==> src/rtl/tvc_pkg.sv <==
// tvc_pkg: constants and types shared by the coordinate button-entry transmitter and receiver.
package tvc_pkg;
    localparam int COORD_BITS = 4;
    localparam int MAX_COORD = 9;
    localparam logic BUTTON_PRESSED = 1'b0;
    localparam logic BUTTON_RELEASED = 1'b1;
    typedef enum logic [2:0] {IDLE, PRESS, GAP, ACT_PRESS, ACT_GAP, DONE} emitter_state_t;
    function automatic int max_of(input int a, input int b);
        return a > b ? a : b;
    endfunction
endpackage

==> src/rtl/press_timer.sv <==
// press_timer: loadable down-counter whose terminal-count flag times every press and gap.
module press_timer #(
    parameter int WIDTH = 2
) (
    input  logic             clk,
    input  logic             reset,
    input  logic             load,
    input  logic [WIDTH-1:0] load_value,
    output logic             tc
);
    logic [WIDTH-1:0] count;
    always_ff @(posedge clk) begin
        if (reset) count <= '0;
        else if (load) count <= load_value;
        else if (count != '0) count <= count - 1'b1;
    end
    assign tc = count == '0;
endmodule

==> src/rtl/coordinate_emitter.sv <==
// coordinate_emitter: replays an (x, y) coordinate as active-low button presses, x then y LSB first, then activity.
module coordinate_emitter
    import tvc_pkg::*;
#(
    parameter int PRESS_CYCLES = 2,
    parameter int GAP_CYCLES = 2
) (
    input  logic                  clk,
    input  logic                  reset,
    input  logic                  start,
    input  logic [COORD_BITS-1:0] x_in,
    input  logic [COORD_BITS-1:0] y_in,
    output logic                  ready,
    output logic                  busy,
    output logic                  done,
    output logic                  error,
    output logic                  logic_0_button,
    output logic                  logic_1_button,
    output logic                  activity_button
);
    localparam int TW = max_of($clog2(max_of(PRESS_CYCLES, GAP_CYCLES)), 1);
    localparam int IW = $clog2(2 * COORD_BITS);
    localparam logic [IW-1:0] LAST_IDX = IW'(2 * COORD_BITS - 1);
    localparam logic [COORD_BITS-1:0] MAX_C = COORD_BITS'(MAX_COORD);
    localparam logic [TW-1:0] PRESS_LD = TW'(PRESS_CYCLES - 1);
    localparam logic [TW-1:0] GAP_LD = TW'(GAP_CYCLES - 1);

    emitter_state_t state, state_next;
    logic [2*COORD_BITS-1:0] shreg, shreg_next;
    logic [IW-1:0] bit_idx, idx_next;
    logic reject, tc;

    press_timer #(.WIDTH(TW)) u_timer (
        .clk(clk),
        .reset(reset),
        .load(state_next != state),
        .load_value((state_next == PRESS || state_next == ACT_PRESS) ? PRESS_LD : GAP_LD),
        .tc(tc)
    );

    always_comb begin
        state_next = state;
        shreg_next = shreg;
        idx_next = bit_idx;
        reject = 1'b0;
        case (state)
            IDLE: if (start) begin
                if (x_in > MAX_C || y_in > MAX_C) begin
                    reject = 1'b1;
                end else begin
                    state_next = PRESS;
                    shreg_next = {y_in, x_in};
                    idx_next = '0;
                end
            end
            PRESS: if (tc) state_next = GAP;
            GAP: if (tc) begin
                state_next = (bit_idx == LAST_IDX) ? ACT_PRESS : PRESS;
                shreg_next = shreg >> 1;
                idx_next = bit_idx + 1'b1;
            end
            ACT_PRESS: if (tc) state_next = ACT_GAP;
            ACT_GAP: if (tc) state_next = DONE;
            default: state_next = IDLE;
        endcase
    end

    // Outputs are decoded from the next state so they land in the same cycle as the state itself.
    always_ff @(posedge clk) begin
        if (reset) begin
            state <= IDLE;
            shreg <= '0;
            bit_idx <= '0;
            ready <= 1'b1;
            busy <= 1'b0;
            done <= 1'b0;
            error <= 1'b0;
            logic_0_button <= BUTTON_RELEASED;
            logic_1_button <= BUTTON_RELEASED;
            activity_button <= BUTTON_RELEASED;
        end else begin
            state <= state_next;
            shreg <= shreg_next;
            bit_idx <= idx_next;
            ready <= state_next == IDLE;
            busy <= state_next inside {PRESS, GAP, ACT_PRESS, ACT_GAP};
            done <= state_next == DONE;
            error <= reject;
            logic_0_button <= (state_next == PRESS && !shreg_next[0]) ? BUTTON_PRESSED : BUTTON_RELEASED;
            logic_1_button <= (state_next == PRESS && shreg_next[0]) ? BUTTON_PRESSED : BUTTON_RELEASED;
            activity_button <= (state_next == ACT_PRESS) ? BUTTON_PRESSED : BUTTON_RELEASED;
        end
    end
endmodule

==> config.mk <==
export PLATFORM = sky130hd
export DESIGN_NAME = coordinate_emitter
export DESIGN_NICKNAME = d
export VERILOG_FILES = /design/src/rtl/tvc_pkg.sv /design/src/rtl/press_timer.sv /design/src/rtl/coordinate_emitter.sv
export SDC_FILE = /design/constraint.sdc
export NUM_CORES = 1
export LEC_CHECK = 0
export ABC_CLOCK_PERIOD_IN_PS = 1800
export BUFFER_PORTS_ARGS = -buffer_cell sky130_fd_sc_hd__buf_2
export CAP_MARGIN = 20
export CORE_MARGIN = 5
export CORE_UTILIZATION = 40
export CTS_CLUSTER_SIZE = 16
export DETAILED_ROUTE_END_ITERATION = 16
export PLACE_DENSITY = 0.66
export SYNTH_ARGS = -nofsm -noshare
export SYNTH_HDL_FRONTEND = slang
export SYNTH_HIERARCHICAL = 1
export SYNTH_SLANG_ARGS = --single-unit
==> constraint.sdc <==
create_clock -name clk -period 1.8 [get_ports clk]
set_input_delay 0.27 -clock clk [delete_from_list [all_inputs] [get_ports clk]]
set_output_delay 0.27 -clock clk [all_outputs]
set_load 0.01 [all_outputs]
==> metrics.csv <==
metric,value,unit
status,completed,
largest area contributor in the netlist,dfxtp_1,
cell family with most CP delay,simple AND/OR/NAND/NOR gates,
layout cells sized above 1,28.0,%
"Avg Cell Area, Syn",9.82,um2
sequential area share after synthesis,41.5,%
Tcrit/Tclk final,87.7,%
Max-Cap Viols,0,
Top Ports,18,
worst hold path class,primary input to register,
post-CTS setup buffer count,0,
most numerous cell in the Yosys netlist,dfxtp_1,
TNS Setup,0,ns
CP max stage cell,nor4bb_4,
Worst Setup End Kind,register,
Yosys reg bits,22,
highest cell delay on the worst timing path,0.38,ns
synth top area cells,"dfxtp_1 42%, a22oi_1 5.0%, a21oi_1 4.2%, buf_6 4.2%, nand2_1 3.9%",
crit-path cells,"buf_4, nor4bb_4, a31oi_4, a221oi_4, nand3_1",
port bufs,17,
Cell variety after synth,36,
Final setup viols,0,
1st-iter DRT viols,34,
hold_buf cts,0,
"FFs w/ async S/R, synth",0,%
top_reg_cell synth,dfxtp_1,
root buf cell,clkbuf_4,
drt pass-1 iters,4,
Setup crit start kind,register,
uppermost layer routed,met4,
Initial Util,42.4,%
CTS tree,built,
DR WL/cell,13.4,um
Area Growth Syn to Fin,13.6,%
Synth Net Count,121,
Die Span X,61.5,um
Max Freq,0.633,GHz
gr usage total,12.3,%
VDD IR max,0.000737,V
area fraction of the dominant cell type after synthesis,41.5,%
crit path DAT,1.78,ns
Post-synth EDFFs,0,
floorplan row count,18,
clk_lat worst skew,0.31,ns
fin nets,139,
Worst EP required,2.00,ns
CTS clock-pin slew for the worst setup and hold paths,0.13,ns
reg2reg setup slack,0.22,ns
vias in the first global route,753,
Final Hold Vio Count,0,
DR vias,842,
initial antenna violation count,0,
n_diodes,0,
RSZ-0062 raised after global routing,no,
H-tree Lvls,1,
post_cts resized,0,
Die Area,3780,um2
DP HPWL,1.54,mm
routed wl met3,139,um
pwr dens,947,nW/um2
Final Power,1.14,mW
global-route wire length before repair,3.40,mm
cells after synthesis,108,
min Tclk post-route,1.58,ns
wl on met1,976,um
Chip Height,61.5,um
CTS buffer count,3,
Sinks on Clock Net,22,
Slew Limit Fails,0,
grt total ovfl,0,
largest net degree at the start of global routing,22,
Post-Syn Area,1060,um2
CP Buf/Inv Count,1,
Synthesis Warnings,6,
gpl congestion,0.709,
critical path class,register to register,
highest net fanout along the worst path,13,
Final ANT Viol Nets,0,
Post-synth top cells,"22 x dfxtp_1, 11 x nand2_1, 9 x a21oi_1, 7 x a22oi_1",
Pleak,0.462,nW
met2 WL,951,um
Worst Clk Skew,0.00438,ns
drt total wl,2.08,mm
clk buf depth,2,
via/cell ratio,5.43,
DRC Markers,0,
core box area,2500,um2
-- worst min-delay path, stage by stage --
cell and delay (ns):
buf_2 0.10, a221oi_4 0.06, nand3_1 0.07
-- power breakdown --
part	leakage, nW	total (mW)	switching [mW]	internal (mW)
sequential	0.179	0.537	0.0184	0.518
combinational	0.255	0.224	0.125	0.0998
clock	0.0279	0.379	0.154	0.225
total	0.462	1.14	0.297	0.843
-- worst paths after layout --
| check | start | depth (start not counted) | to |
|---|---|---|---|
| max | state[2] | 5 | logic_0_button |
| min | x_in[0] | 3 | logic_0_button |
| max reg2reg | state[2] | 5 | logic_0_button |
| min reg2reg | shreg[2] | 2 | shreg[2] |
-- kinds of logic after synthesis --
kind of cell	share of synthesized area, %
buffers and inverters	7.67
AOI/OAI and AO/OA	25.7
DFF	41.5
other	0.353
and+or+nand+nor	22.4
adders and majority gates	2.36
-- cells in the final DEF (no fill, tap or decap), drive strengths merged --
master and count:
a21o 2, a21oi 9, a221oi 1, a22oi 7
a311oi 2, a31o 1, a31oi 1, a32oi 1
and2 1, and3 1, and3b 1, buf 22
bufinv 1, clkbuf 3, conb 1, dfxtp 22
ha 2, inv 3, nand2 11, nand3 3
nand3b 4, nor2 6, nor2b 3, nor3 3
nor3b 1, nor4b 1, nor4bb 1, o211ai 1
o21ai 8, o31ai 1, or2b 1
-- per-stage QoR --
stage	setup slack [ns]	std cells	area, um2	utilization (%)	hold WS, ns
after floorplan	0.335	108	1060	-	0.409
after global placement	0.168	151	1150	46.0	0.442
after detailed placement	0.128	151	1150	46.0	0.455
after CTS	0.0999	155	1200	48.1	0.224
after global routing	0.0379	155	1200	48.2	0.216
final	0.221	155	1200	48.2	0.222
-- state kept, by name, summed over array words and instances, names as in the netlist --
signal	cells
activity_button	1
bit_idx	3
busy	1
done	1
error	1
logic_0_button	1
logic_1_button	1
ready	1
shreg	8
state	3
u_timer/count	1
-- cell type report --
type / count / area (um2)
repair buffers: 22 / 123
fillers: 239 / 1290
inverters: 3 / 11.3
clock buffers: 3 / 22.5
flip-flops and latches: 22 / 440
clock inverters: 1 / 30.0
well taps: 30 / 37.5
multi-input cells: 74 / 541
-- layer usage --
metal	track usage, %	vias up
li1	-	418
met1	16.5	392
met2	18.5	30
met3	4.82	2
met4	2.73	0
met5	0	-
(Power assumes the default switching activity.)
